### config.mk
export PLATFORM = sky130hd
export DESIGN_NAME = systolic_feeder
export DESIGN_NICKNAME = d
export VERILOG_FILES = /design/src/rtl/systolic_pkg.sv /design/src/rtl/systolic_skew_line.sv /design/src/rtl/systolic_feeder.sv
export SDC_FILE = /design/constraint.sdc
export NUM_CORES = 1
export LEC_CHECK = 0
export ABC_AREA = 1
export BUFFER_PORTS_ARGS = -buffer_cell sky130_fd_sc_hd__buf_4
export CAP_MARGIN = 10
export CORE_AREA = 2 2 191 146
export DETAILED_ROUTE_END_ITERATION = 16
export DIE_AREA = 0 0 193 148
export GPL_ROUTABILITY_DRIVEN = 0
export SLEW_MARGIN = 30
export SYNTH_ARGS = -nofsm -noshare
export SYNTH_HDL_FRONTEND = slang
export SYNTH_SLANG_ARGS = --single-unit
### constraint.sdc
create_clock -name CLOCK -period 4.2 [get_ports CLOCK]
set_input_delay 0.84 -clock CLOCK [delete_from_list [all_inputs] [get_ports CLOCK]]
set_output_delay 0.84 -clock CLOCK [all_outputs]
set_load 0.01 [all_outputs]
### src/rtl/systolic_pkg.sv
// Shared definitions for the systolic array feeder.
//   ELEM_W   : element width of one array lane (fixed by the array PE)
//   state_t  : feeder control state
//   lane_lo  : bit offset of a lane inside a packed N*ELEM_W bus
package systolic_pkg;

  localparam int ELEM_W = 8;

  typedef enum logic [2:0] {
    ST_IDLE  = 3'd0,
    ST_CLEAR = 3'd1,
    ST_FEED  = 3'd2,
    ST_FLUSH = 3'd3,
    ST_DRAIN = 3'd4
  } state_t;

  // Low bit of lane `lane` in a packed bus of ELEM_W-wide lanes.
  function automatic int lane_lo(input int lane);
    return lane * ELEM_W;
  endfunction

endpackage

### src/rtl/systolic_skew_line.sv
// Per-lane delay line that skews operands into the systolic array.
//   clk, rst_n : clock and asynchronous active-low reset
//   en         : shift enable (one array step)
//   clr        : synchronous clear of every stage
//   d          : lane input
//   q          : lane output, d delayed by DEPTH enabled steps
// DEPTH=0 degenerates to a plain wire.
module systolic_skew_line #(
  parameter int DEPTH = 1,
  parameter int W     = 8
) (
  input  logic         clk,
  input  logic         rst_n,
  input  logic         en,
  input  logic         clr,
  input  logic [W-1:0] d,
  output logic [W-1:0] q
);

  generate
    if (DEPTH == 0) begin : g_wire
      assign q = d;
      // Control inputs have no meaning for a zero-depth lane.
      logic unused_ctrl;
      assign unused_ctrl = &{1'b0, clk, rst_n, en, clr};
    end else begin : g_shift
      logic [W-1:0] sr [DEPTH];

      always_ff @(posedge clk or negedge rst_n) begin
        if (!rst_n) begin
          for (int k = 0; k < DEPTH; k++) sr[k] <= '0;
        end else if (clr) begin
          for (int k = 0; k < DEPTH; k++) sr[k] <= '0;
        end else if (en) begin
          sr[0] <= d;
          for (int k = 1; k < DEPTH; k++) sr[k] <= sr[k-1];
        end
      end

      assign q = sr[DEPTH-1];
    end
  endgenerate

endmodule

### src/rtl/systolic_feeder.sv
// Control and skew stage in front of an NxN output-stationary systolic
// MAC array.
//   CLOCK, reset_n      : clock, asynchronous active-low reset
//   start, k_len        : job request (sampled in IDLE) and operand beat count
//   busy, done          : job in progress / one-cycle completion pulse
//   s_valid/s_ready     : operand stream, s_row and s_col carry N lanes each
//   arr_*               : array controls, skewed lanes, drain shift-in, results
//   m_valid/m_ready     : result stream, m_data is one array row per beat
//   state_dbg           : current control state
// Handshakes: a beat transfers on a cycle where valid && ready; the
// producer holds data stable while valid is high and not yet accepted.
// Here s_ready is a pure state decode (high throughout FEED) and m_valid
// is high throughout the result beats of DRAIN.
module systolic_feeder
  import systolic_pkg::*;
#(
  parameter int N  = 4,
  parameter int W  = ELEM_W,
  parameter int KW = 16
) (
  input  logic          CLOCK,
  input  logic          reset_n,
  input  logic          start,
  input  logic [KW-1:0] k_len,
  output logic          busy,
  output logic          done,
  input  logic          s_valid,
  output logic          s_ready,
  input  logic [N*W-1:0] s_row,
  input  logic [N*W-1:0] s_col,
  output logic          arr_reset,
  output logic          arr_input_valid,
  output logic          arr_mult_over,
  output logic [N*W-1:0] arr_in_row,
  output logic [N*W-1:0] arr_in_col,
  output logic [N*W-1:0] arr_in_data,
  input  logic [N*W-1:0] arr_out_data,
  output logic          m_valid,
  input  logic          m_ready,
  output logic [N*W-1:0] m_data,
  output state_t        state_dbg
);

  localparam int CW = $clog2(2 * N);
  // Flush runs 2N-1 steps: the skew tail (N-1), the array diagonal (N-1)
  // and the PE operand register (1).
  localparam logic [CW-1:0] FLUSH_LAST = CW'(2 * N - 2);
  // Drain counter reaching N marks the single done cycle.
  localparam logic [CW-1:0] DRAIN_END  = CW'(N);

  state_t        state, state_nxt;
  logic [KW-1:0] k_len_q, k_len_nxt;
  logic [KW-1:0] beat_cnt, beat_nxt;
  logic [CW-1:0] phase_cnt, phase_nxt;

  logic clear;
  logic feeding;

  always_ff @(posedge CLOCK or negedge reset_n) begin
    if (!reset_n) begin
      state     <= ST_IDLE;
      k_len_q   <= '0;
      beat_cnt  <= '0;
      phase_cnt <= '0;
    end else begin
      state     <= state_nxt;
      k_len_q   <= k_len_nxt;
      beat_cnt  <= beat_nxt;
      phase_cnt <= phase_nxt;
    end
  end

  always_comb begin
    state_nxt       = state;
    k_len_nxt       = k_len_q;
    beat_nxt        = beat_cnt;
    phase_nxt       = phase_cnt;
    busy            = (state != ST_IDLE);
    done            = 1'b0;
    s_ready         = 1'b0;
    arr_input_valid = 1'b0;
    arr_mult_over   = 1'b0;
    m_valid         = 1'b0;
    clear           = 1'b0;
    feeding         = 1'b0;

    case (state)
      ST_IDLE: begin
        if (start) begin
          k_len_nxt = k_len;
          beat_nxt  = '0;
          phase_nxt = '0;
          state_nxt = ST_CLEAR;
        end
      end

      ST_CLEAR: begin
        clear     = 1'b1;
        state_nxt = (k_len_q == '0) ? ST_FLUSH : ST_FEED;
      end

      ST_FEED: begin
        s_ready         = 1'b1;
        feeding         = 1'b1;
        arr_input_valid = s_valid;
        if (s_valid) begin
          beat_nxt = beat_cnt + KW'(1);
          if (beat_cnt == k_len_q - KW'(1)) begin
            phase_nxt = '0;
            state_nxt = ST_FLUSH;
          end
        end
      end

      ST_FLUSH: begin
        arr_input_valid = 1'b1;
        if (phase_cnt == FLUSH_LAST) begin
          phase_nxt = '0;
          state_nxt = ST_DRAIN;
        end else begin
          phase_nxt = phase_cnt + CW'(1);
        end
      end

      ST_DRAIN: begin
        arr_mult_over = 1'b1;
        if (phase_cnt == DRAIN_END) begin
          // All N rows delivered: one done cycle, then back to IDLE.
          done      = 1'b1;
          state_nxt = ST_IDLE;
        end else begin
          m_valid         = 1'b1;
          arr_input_valid = m_ready;
          if (m_ready) phase_nxt = phase_cnt + CW'(1);
        end
      end

      default: state_nxt = ST_IDLE;
    endcase
  end

  // The array is cleared both during reset and in the CLEAR cycle.
  assign arr_reset   = ~reset_n | clear;
  assign arr_in_data = '0;
  assign m_data      = arr_out_data;
  assign state_dbg   = state;

  for (genvar i = 0; i < N; i++) begin : g_lane
    logic [W-1:0] row_d;
    logic [W-1:0] col_d;

    // Lanes carry operands only while feeding; zeros otherwise so the
    // flush pushes nothing but zeros behind the last beat.
    assign row_d = feeding ? s_row[lane_lo(i) +: W] : '0;
    assign col_d = feeding ? s_col[lane_lo(i) +: W] : '0;

    systolic_skew_line #(.DEPTH(i), .W(W)) u_row (
      .clk   (CLOCK),
      .rst_n (reset_n),
      .en    (arr_input_valid),
      .clr   (clear),
      .d     (row_d),
      .q     (arr_in_row[lane_lo(i) +: W])
    );

    systolic_skew_line #(.DEPTH(i), .W(W)) u_col (
      .clk   (CLOCK),
      .rst_n (reset_n),
      .en    (arr_input_valid),
      .clr   (clear),
      .d     (col_d),
      .q     (arr_in_col[lane_lo(i) +: W])
    );
  end

endmodule

* Yosys cells after proc, flatten, opt, wreduce, memory -nomap -nowiden *
Cells that the tools add are included.

word-level totals
  register bits = 134
  bits of input ports = 117
  output and inout bits = 138
  logic and storage cells = 91

operators by class
  add/subtract/negate cells = 3
  equality and inequality tests = 14
  muxes and demuxes = 46
  bitwise gates (word level) = 2
  reduce and logical (&&, ||, !) cells = 10

operator list
  cell                   number
  $mux 16                6
  $mux 24                4
  $mux 8                 12
  $mux 3                 11
  $pmux 16 s2            1
  $add 16x1->16 const B  1
  $eq 16x16->1           1
  $logic_not 16->1       1
  $sub 16x1->16 const B  1
  $pmux 3 s5             1
  $ne 2x2->1 const B     7
  $pmux 3 s4             1
  $eq 3x3->1 const B     3
  $mux 1                 9
  $eq 3x2->1 const B     2
  $reduce_and 6->1       1
  $reduce_and 5->1       1
  $reduce_bool 2->1      2
  $reduce_bool 4->1      1
  $add 3x1->3 const B    1
  $eq 3x1->1 const B     1
  $logic_not 3->1        1
  $pmux 1 s3             1
  $reduce_and 3->1       1
  other kinds (4)        4

* Depth between registers and ports, before layout *
Gate-level depths: netlist of run 1.

  depth in word-level cells = 5
  mapped depth = 15
  depth with buffers taken out = 15

* Cells and area by module *
Synthesis of run 1 repeated with hierarchy kept, for this count alone.

second synthesis, totals
  cells, all modules = 1034
  area, all modules = 7967.6 um^2

modules (own cells, without submodules)
  module                                     times used  cells an instance  area each (um^2)  seq. area each (um^2)
  systolic_feeder                            1           566                3696.0            950.9
  systolic_skew_line at g_lane[3].u_col ...  2           113                1029.7            600.6
  systolic_skew_line at g_lane[2].u_col ...  2           78                 710.7             400.4
  systolic_skew_line at g_lane[1].u_col ...  2           35                 335.3             200.2
  systolic_skew_line at g_lane[0].u_col ...  2           8                  60.1              0.0

* Least setup slack after synthesis of run 1 *
No wires, ideal clock.

  path type = reg2out
  start = reg state[1], in the netlist state_dbg[1]
  end = out arr_reset
  arrival = 1.204 ns
  required time = 3.360 ns
  setup slack = 2.156 ns
  stages on the path, launching flop included = 5
  buffers on the path = 1
  path through = dfrtp_1 > nor2_1 > nand2_1 > clkbuf_1 > nand2_1

on the way
  longest elaborated chain between the ends = 3

ends and longest elaborated chain
  what                      line                    text
  start: declaration        systolic_feeder.sv:51   state_t state, state_nxt;
  start signal: assignment  systolic_feeder.sv:66   state <= state_nxt;
  $eq 3x1->1                systolic_feeder.sv:87   case (state)
  $mux 1                    systolic_feeder.sv:87
  $or 1x1->1                systolic_feeder.sv:143  assign arr_reset = ~reset_n | clear;
  end: declaration          systolic_feeder.sv:31   output logic arr_reset,

No other way between the ends.

* Worst setup path after layout of run 1 *
  start = reg state[1], in the netlist state_dbg[1]
  end = out arr_input_valid

on the way
  longest elaborated chain between the ends = 2
  elaborated cells on any way between the ends = 4
  classes of those cells = 3 x eq/ne; 1 x mux

ends and longest elaborated chain
  what                                             line                   text
  $eq 3x3->1 / $eq 3x2->1 (equally long branches)  systolic_feeder.sv:87
  $pmux 1 s3 (*)                                   systolic_feeder.sv:87
  end: declaration                                 systolic_feeder.sv:32  output logic arr_input_valid,

Every way passes the cells marked *; elsewhere a longest branch is shown, timed or not.

==> results of run 1 <==
-- cell usage in the layout, fill, tap and decap left out, types with 6 or more instances in the layout --
master     instances
conb_1            32
clkbuf_16         17
o21ai_0           81
nand2_1          137
nor2_1            56
nor3_1             6
a21oi_1           12
inv_1            110
o22ai_1           15
ha_1               6
dfrtp_1          134
nand2_2            7
nand3_1          126
buf_4            164
xor2_1             8
-- power breakdown --
part	internal (uW)	switching (uW)
Clock	898	603
Sequential	1690	261
Combinational	852	1590
Total	3440	2450
-- layout make-up --
type | count | area share (%)
antenna | 1 | 0.0290
clock inverter | 13 | 1.67
sequential | 134 | 38.9
tap | 351 | 5.09
inverter | 115 | 5.00
multi-input combinational | 520 | 29.6
clock buffer | 19 | 5.13
timing repair buffer | 166 | 14.6
-- stage by stage --
stage / total power (uW) / instance area, sq um / util, % / cells
CTS: 6000 / 8630 / 32.3 / 1318
floorplan: 3750 / 7240 / - / 900
global placement: 4410 / 8040 / 30.1 / 1286
finish: 5900 / 8630 / 32.3 / 1319
detailed placement: 4460 / 8040 / 30.1 / 1286
global route: 6390 / 8630 / 32.3 / 1319
-- logic make-up after synthesis --
group,after synthesis,synth area share (%)
buffers and inverters,246,18.8
other,1,0.0527
XOR/XNOR,13,1.79
flip-flops,134,47.1
adder cells (fa/ha/maj),6,1.05
AO/OA/AOI/OAI,117,8.70
AND/OR/NAND/NOR,352,22.5
-- metal layers --
layer	vias to the layer above	GRT usage, %	share of wire [%]
li1	2824	-	-
met1	2719	17.8	48
met2	182	19.1	44
met3	9	4.46	7.4
met4	0	4.13	0.98
met5	-	0	0
-- sequential cells by signal, indices dropped and copies added (netlist names) --
signal / flops
g_lane.u_col.q: 24
g_lane.u_row.q: 24
g_lane.u_col.g_shift.sr: 24
g_lane.u_row.g_shift.sr: 24
beat_cnt: 16
k_len_q: 16
phase_cnt: 3
state_dbg: 3
-- cells in the mapped netlist, drive strengths merged, types with 3 or more instances --
master	n
dfrtp	134
a21oi	12
buf	115
nand4	3
clkbuf	16
nand2	145
xnor2	4
nor3	6
nand3	128
ha	6
inv	113
o21ai	87
nor2	65
xor2	8
o22ai	15
-- worst max path at each step --
stage,startpoint,endpoint,slack (ps),cells past startpoint
final,state_dbg[1],arr_input_valid,1530,8
after global routing,state_dbg[1],arr_input_valid,1350,8
after CTS,state_dbg[1],arr_input_valid,1480,8
after global placement,reset_n,arr_reset,1770,3
after floorplan,state_dbg[1],arr_reset,2160,4
after detailed placement,s_valid,g_lane[3].u_row.q[3],1750,6
==> reports/metrics.csv, run 1 <==
stage,metric,value,unit
outcome,status,"finished, final reports clean",
worst_setup_path,Most Frequent Cell on Critical Path,nand2_1,
clocking,clock buffer count from CTS,17,
grt,largest net degree at the start of global routing,97,
run,# Max-Cap Violations,0,
logic_synthesis,"area leader, netlist",dfrtp_1,
pwr,static leakage,0.00438,uW
finish,P&R area growth vs syn,21.2,%
min_path,Worst Hold Class,primary input to async pin,
worst_setup_path,critical path's slowest cell,dfrtp_1,
logic_synthesis,synthesized area,7120,sq um
sta,clock skew,14.6,ps
floorplan,Die W,193,um
floorplan,num ports,255,
clocking,CTS max path bufs,2,
floorplan,Die Y,148,um
clocking,clk sink count,134,
worst_setup_path,CP Buf/Inv Count,3,
worst_setup_path,Reg-to-Reg End,g_lane[2].u_col.g_shift.sr[10],
clocking,# Post-CTS Setup Buffers,0,
sta,Slew HR,37.9,%
floorplan,area of the core,26700,sq um
sta,Final Hold Fails,0,
routing,WL final,18.0,mm
clocking,"Hold-fix buffers, CTS",0,
worst_setup_path,worst setup path class,flop to primary output,
clocking,clk_lat worst skew,420,ps
worst_setup_path,worst path required time,3360,ps
placement,HPWL Detailed,12.5,mm
floorplan,Die Area,28600,sq um
clocking,CTS resizes,0,
clocking,"CTS clk-pin slew, worst paths",70,ps
logic_synthesis,syn_area_per_cell,8.19,sq um
grt,initial antenna violation count,1,
logic_synthesis,Yosys warnings,0,
pwr,PD cells,684,nW/um^2
placement,port bufs,158,
routing,DR pass1 iterations,5,
finish,nets@finish,1077,
sta,RSZ-0062 raised after global routing,false,
sta,part of the cycle the worst path needs,63.7,%
logic_synthesis,Netlist cell types,36,
sta,Fmax,0.374,GHz
placement,dpl ws,1750,ps
sta,Final Setup Violations,0,
worst_setup_path,Setup crit end kind,primary output,
sta,Slew @ Worst Pin,931,ps
logic_synthesis,register area share after synthesis,47.1,%
routing,drt drc,0,
routing,Vias/cell,4.35,
logic_synthesis,Post-synth EDFFs,0,
logic_synthesis,Synth async-reset ratio,100,%
worst_setup_path,CP peak stage delay,500,ps
grt,GRT overflow,0,
grt,global-route wire length before repair,28.8,mm
worst_setup_path,Critical Path Source Type,flop,
logic_synthesis,Synth area leaders,"dfrtp_1 (47%), buf_4 (10%), nand3_1 (8.9%)",
routing,DRT iter0 DRCs,223,
finish,fraction of layout cells with a size suffix above 1,23.0,%
floorplan,# rows,52,
sta,Final Worst Setup Slack,1530,ps
clocking,CTS root buf,clkbuf_16,
pwr,peak supply drop,0.538,mV
finish,FILL cells,2809,
worst_setup_path,R2R depth,12,
routing,vias,5734,
floorplan,starting density of the core,26.7,%
logic_synthesis,Synth top area share,47.1,%
sta,final worst hold slack,381,ps
worst_setup_path,Crit path arrival time,1830,ps
sta,min cycle time layout,2670,ps
routing,routed len/inst,13.7,um
finish,area occupied by multi-input gates,2550,sq um
logic_synthesis,ys flop type,dfrtp_1,
routing,Post-DRT Antenna Nets,0,
clocking,CTS tree,done,
grt,GRT Resource Usage Total,13.0,%
sta,Setup TNS,0,ps
logic_synthesis,Cells after Synth,869,
finish,FF+latch area,3350,sq um
clocking,# H-tree levels,4,
sta,fin. max-slew vios,0,
worst_setup_path,"CP delay by family, top",simple AND/OR/NAND/NOR gates,
worst_setup_path,R2R Path Start,state_dbg[1],
logic_synthesis,synthesized flop and latch total,134,
grt,vias in the first global route,5557,
worst_setup_path,CP max FO,7,
worst_setup_path,R2R Setup Slk,1780,ps
worst_setup_path,worst-path cell chain,nor2_1 -> nand2_1 -> inv_2 -> nand2_1 -> inv_2 -> nand2_1 -> nand2_2 -> buf_4,
Note: power is estimated with default switching activity, not from simulation.
==> run 2, diff against run 1 <==
--- a/config.mk
+++ b/config.mk
@@ -5,12 +5,12 @@
 export SDC_FILE = /design/constraint.sdc
 export NUM_CORES = 1
 export LEC_CHECK = 0
-export ABC_AREA = 1
+export ABC_AREA = 0
 export BUFFER_PORTS_ARGS = -buffer_cell sky130_fd_sc_hd__buf_4
 export CAP_MARGIN = 10
-export CORE_AREA = 2 2 191 146
+export CORE_AREA = 2 2 189 145
 export DETAILED_ROUTE_END_ITERATION = 16
-export DIE_AREA = 0 0 193 148
+export DIE_AREA = 0 0 191 147
 export GPL_ROUTABILITY_DRIVEN = 0
 export SLEW_MARGIN = 30
 export SYNTH_ARGS = -nofsm -noshare
==> constraint.sdc (replaced) <==
create_clock -name CLOCK -period 2.58 [get_ports CLOCK]
set_input_delay 0.516 -clock CLOCK [delete_from_list [all_inputs] [get_ports CLOCK]]
set_output_delay 0.516 -clock CLOCK [all_outputs]
set_load 0.01 [all_outputs]
==> run 2 against run 1 <==
The flow now finishes with violations (negative setup slack). Area after synthesis shrank 1.7%. Setup slack got worse by 1900 ps. Combinational power is 64% lower. Hold slack got worse by 260 ps. Clock skew fell by 5.3 ps. Core utilization increased by 0.99 points. Largest cell class unchanged. Synthesized cell count fell by 8.7%. First-iteration DRC count is 22% higher. Highest routed layer unchanged. Routed wire length decreased by 2.6%.
==> reports/metrics.csv, run 2 <==
stage,metric,value,unit,change
floorplan,area of the core,26400,sq um,-1.2%
logic_synthesis,Synth top area share,47.9,%,+0.79 points
floorplan,starting density of the core,26.6,%,-0.12 points
logic_synthesis,synthesized flop and latch total,134,,unchanged
outcome,status,"complete, but fails checks",,
floorplan,# rows,52,,unchanged
logic_synthesis,top-count cell post-synth,nand2_1,,
logic_synthesis,Synth async-reset ratio,100,%,unchanged
floorplan,Die Area,28100,sq um,-1.7%
grt,initial antenna violation count,0,,-1
worst_setup_path,worst setup path class,flop to flop,,
worst_setup_path,R2R Setup Slk,-380,ps,-2160 ps
logic_synthesis,register area share after synthesis,47.9,%,+0.79 points
worst_setup_path,worst-path cell chain,inv_2 -> ha_4 -> or4b_4 -> or3_1 -> a2111o_1 -> or4_4 -> o31a_1 -> a211o_1,,
routing,drt drc,0,,unchanged
pwr,P_sw,1650,uW,-33%
worst_setup_path,CP peak stage delay,500,ps,about the same
grt,vias in the first global route,5486,,-1.3%
finish,"Core Util, Final",33.3,%,+0.99 points
floorplan,Die Y,147,um,-0.68%
worst_setup_path,Reg-to-Reg End,phase_cnt[1],,
clocking,# H-tree levels,4,,unchanged
logic_synthesis,Yosys warnings,0,,unchanged
finish,fraction of layout cells with a size suffix above 1,28.3,%,+5.3 points
min_path,Worst Hold Class,primary input to async pin,,
clocking,clk_lat worst skew,420,ps,about the same
finish,nets@finish,1022,,-5.1%
sta,Final Setup Violations,4,,+4
routing,Post-DRT Antenna Nets,0,,unchanged
worst_setup_path,Critical Path Source Type,flop,,
clocking,clk sink count,134,,unchanged
grt,GRT Resource Usage Total,12.9,%,-0.078 points
sta,Slew HR,42.0,%,+4.1 points
worst_setup_path,CP max FO,4,,-3
sta,Fmax,0.337,GHz,
clocking,CTS tree,done,,
clocking,"Hold-fix buffers, CTS",0,,unchanged
grt,GRT overflow,0,,unchanged
pwr,internal power,4000,uW,+16%
worst_setup_path,worst path required time,2880,ps,-480 ps
finish,most frequent cells in the layout,"nand2_1 (205), buf_4 (191), dfrtp_1 (134)",,
logic_synthesis,ys flop type,dfrtp_1,,
floorplan,num ports,255,,unchanged
sta,fin. max-slew vios,0,,unchanged
worst_setup_path,R2R depth,8,,-4
logic_synthesis,synthesized area,7000,sq um,-1.7%
logic_synthesis,Netlist cell types,52,,+44%
finish,FF+latch area,3350,sq um,unchanged
grt,largest net degree at the start of global routing,135,,+39%
worst_setup_path,critical path's slowest cell,or4_4,,
logic_synthesis,Post-synth EDFFs,0,,unchanged
pwr,Clock power frac,40.3,%,+15 points
routing,vias,5480,,-4.4%
floorplan,Die W,191,um,-1.0%
sta,Slew @ Worst Pin,870,ps,-61.8 ps
routing,routed len/inst,13.9,um,+1.8%
pwr,peak supply drop,0.431,mV,-20%
pwr,sw frac,29.2,%,-12 points
routing,DRT iter0 DRCs,273,,+22%
routing,WL final,17.6,mm,-2.6%
pwr,Reg power frac,44.0,%,+11 points
sta,RSZ-0062 raised after global routing,true,,
worst_setup_path,"CP delay by family, top",simple AND/OR/NAND/NOR gates,,
clocking,CTS max path bufs,2,,unchanged
finish,P&R area growth vs syn,25.4,%,
run,# Max-Cap Violations,0,,unchanged
pwr,PD cells,643,nW/um^2,-5.9%
sta,part of the cycle the worst path needs,115,%,
worst_setup_path,R2R Path Start,k_len_q[1],,
finish,Inserted Diodes,0,,-1
routing,DR pass1 iterations,4,,-1
routing,Vias/cell,4.34,,-0.19%
sta,Final Worst Setup Slack,-384,ps,-1910 ps
sta,Final Hold Fails,0,,unchanged
logic_synthesis,syn_area_per_cell,8.83,sq um,+7.8%
clocking,"CTS clk-pin slew, worst paths",60,ps,about the same
finish,"commonest non-fill, non-tap cell in the layout",nand2_1,,
logic_synthesis,Synth area leaders,"dfrtp_1 (48%), nand2_1 (11%), buf_4 (10%)",,
logic_synthesis,Cells after Synth,793,,-8.7%
worst_setup_path,CP Buf/Inv Count,1,,-2
finish,FILL cells,2746,,-2.2%
placement,HPWL Detailed,12.1,mm,-3.0%
worst_setup_path,Setup crit end kind,flop,,
pwr,static leakage,0.00421,uW,-3.9%
sta,final worst hold slack,121,ps,-259 ps
clocking,clock buffer count from CTS,17,,unchanged
grt,global-route wire length before repair,28.7,mm,-0.48%
outcome,violated checks,negative setup slack,,
placement,port bufs,158,,unchanged
logic_synthesis,Synth top cells by count,"nand2_1 (205), dfrtp_1 (134), buf_4 (96)",,
pwr,Comb power frac,15.8,%,-26 points
clocking,CTS root buf,clkbuf_16,,
sta,min cycle time layout,2960,ps,
worst_setup_path,Crit path arrival time,3270,ps,+1440 ps
logic_synthesis,"area leader, netlist",dfrtp_1,,
finish,area occupied by multi-input gates,2890,sq um,+13%
sta,clock skew,9.30,ps,-5.28 ps
-- run 2: changes by cell type after synthesis, moves of 14 or more --
cell      change
nand3_1     -123
and2_1       +19
o22ai_1      -14
inv_1        -97
nand2_1      +67
clkbuf_1     +26
o21ai_0      -20
a21oi_1      +46
mux2_2       +15
nor2_1       -32
-- run 2: timing repair --
item                                   CTS  global route
resized for setup                        0             6
endpoints found under the hold margin    0             0
setup buffers                            0             2
gates cloned                             0             0
setup endpoints to repair                4            32
pin swaps                                1             1
-- run 2: worst max path at each step --
| stage | startpoint | endpoint | slack, ps | cells past startpoint |
|---|---|---|---|---|
| after global placement | k_len_q[1] | phase_cnt[0] | -380 | 8 |
| after detailed placement | k_len_q[1] | phase_cnt[1] | -410 | 8 |
| after CTS | k_len_q[1] | phase_cnt[1] | -390 | 8 |
| after floorplan | k_len_q[0] | phase_cnt[0] | -370 | 8 |
| final | k_len_q[1] | phase_cnt[1] | -380 | 8 |
| after global routing | k_len_q[1] | phase_cnt[1] | -480 | 8 |
-- run 2: per-stage QoR --
| step | setup TNS, ps | setup slack [ps] | cell area (sq um) | cells | total power [uW] |
|---|---|---|---|---|---|
| 2_1_floorplan | -1200 | -368 | 7140 | 824 | 3130 |
| 4_1_cts | -1280 | -388 | 8750 | 1261 | 5750 |
| 6_report | -1270 | -384 | 8780 | 1263 | 5650 |
| 5_1_grt | -1620 | -477 | 8780 | 1263 | 6000 |
| 3_3_place_gp | -1250 | -380 | 8200 | 1229 | 3400 |
| 3_5_place_dp | -1390 | -415 | 8200 | 1229 | 3420 |
-- run 2: cell type report --
| cell class | count | area share [%] |
|---|---|---|
| flip-flops and latches | 134 | 38.2 |
| inverters | 13 | 0.555 |
| well taps | 351 | 5.00 |
| repair buffers | 196 | 17.2 |
| clock buffers | 17 | 4.84 |
| multi-input cells | 537 | 32.9 |
| clock inverters | 15 | 1.35 |
-- run 2: cells by family after synthesis --
family	after synthesis	synth area share, %
and+or+nand+nor	308	19.6
buffers and inverters	153	13.5
AOI/OAI and AO/OA	149	12.0
DFF	134	47.9
xor gates and xnor gates	27	3.57
muxes	15	2.41
adders and majority gates	6	1.07
other	1	0.0535
-- run 2: worst reg2reg max path: cells and delay by family (launching register included) --
| kind | cells | cell delay [ps] |
|---|---|---|
| AND/OR/NAND/NOR | 3 | 1280 |
| AO/OA/AOI/OAI | 3 | 980 |
| flip-flops | 1 | 380 |
| adder cells (fa/ha/maj) | 1 | 130 |
| buffers and inverters | 1 | 80 |
-- run 2: routing by layer --
metal,up-vias,GRT usage (%),routed length [um]
met2,147,19.8,7710
li1,2705,-,-
met4,0,5.43,347
met3,19,3.37,1010
met5,-,0,0
met1,2609,17.2,8480
-- run 2: power by group through the flow --
stage                     logic, uW  registers (uW)  clock network (uW)
after floorplan                 657            2470                   0
after global placement          880            2520                   0
after detailed placement        896            2520                   0
after CTS                       897            2480                2360
after global routing            994            2520                2480
final                           890            2480                2280
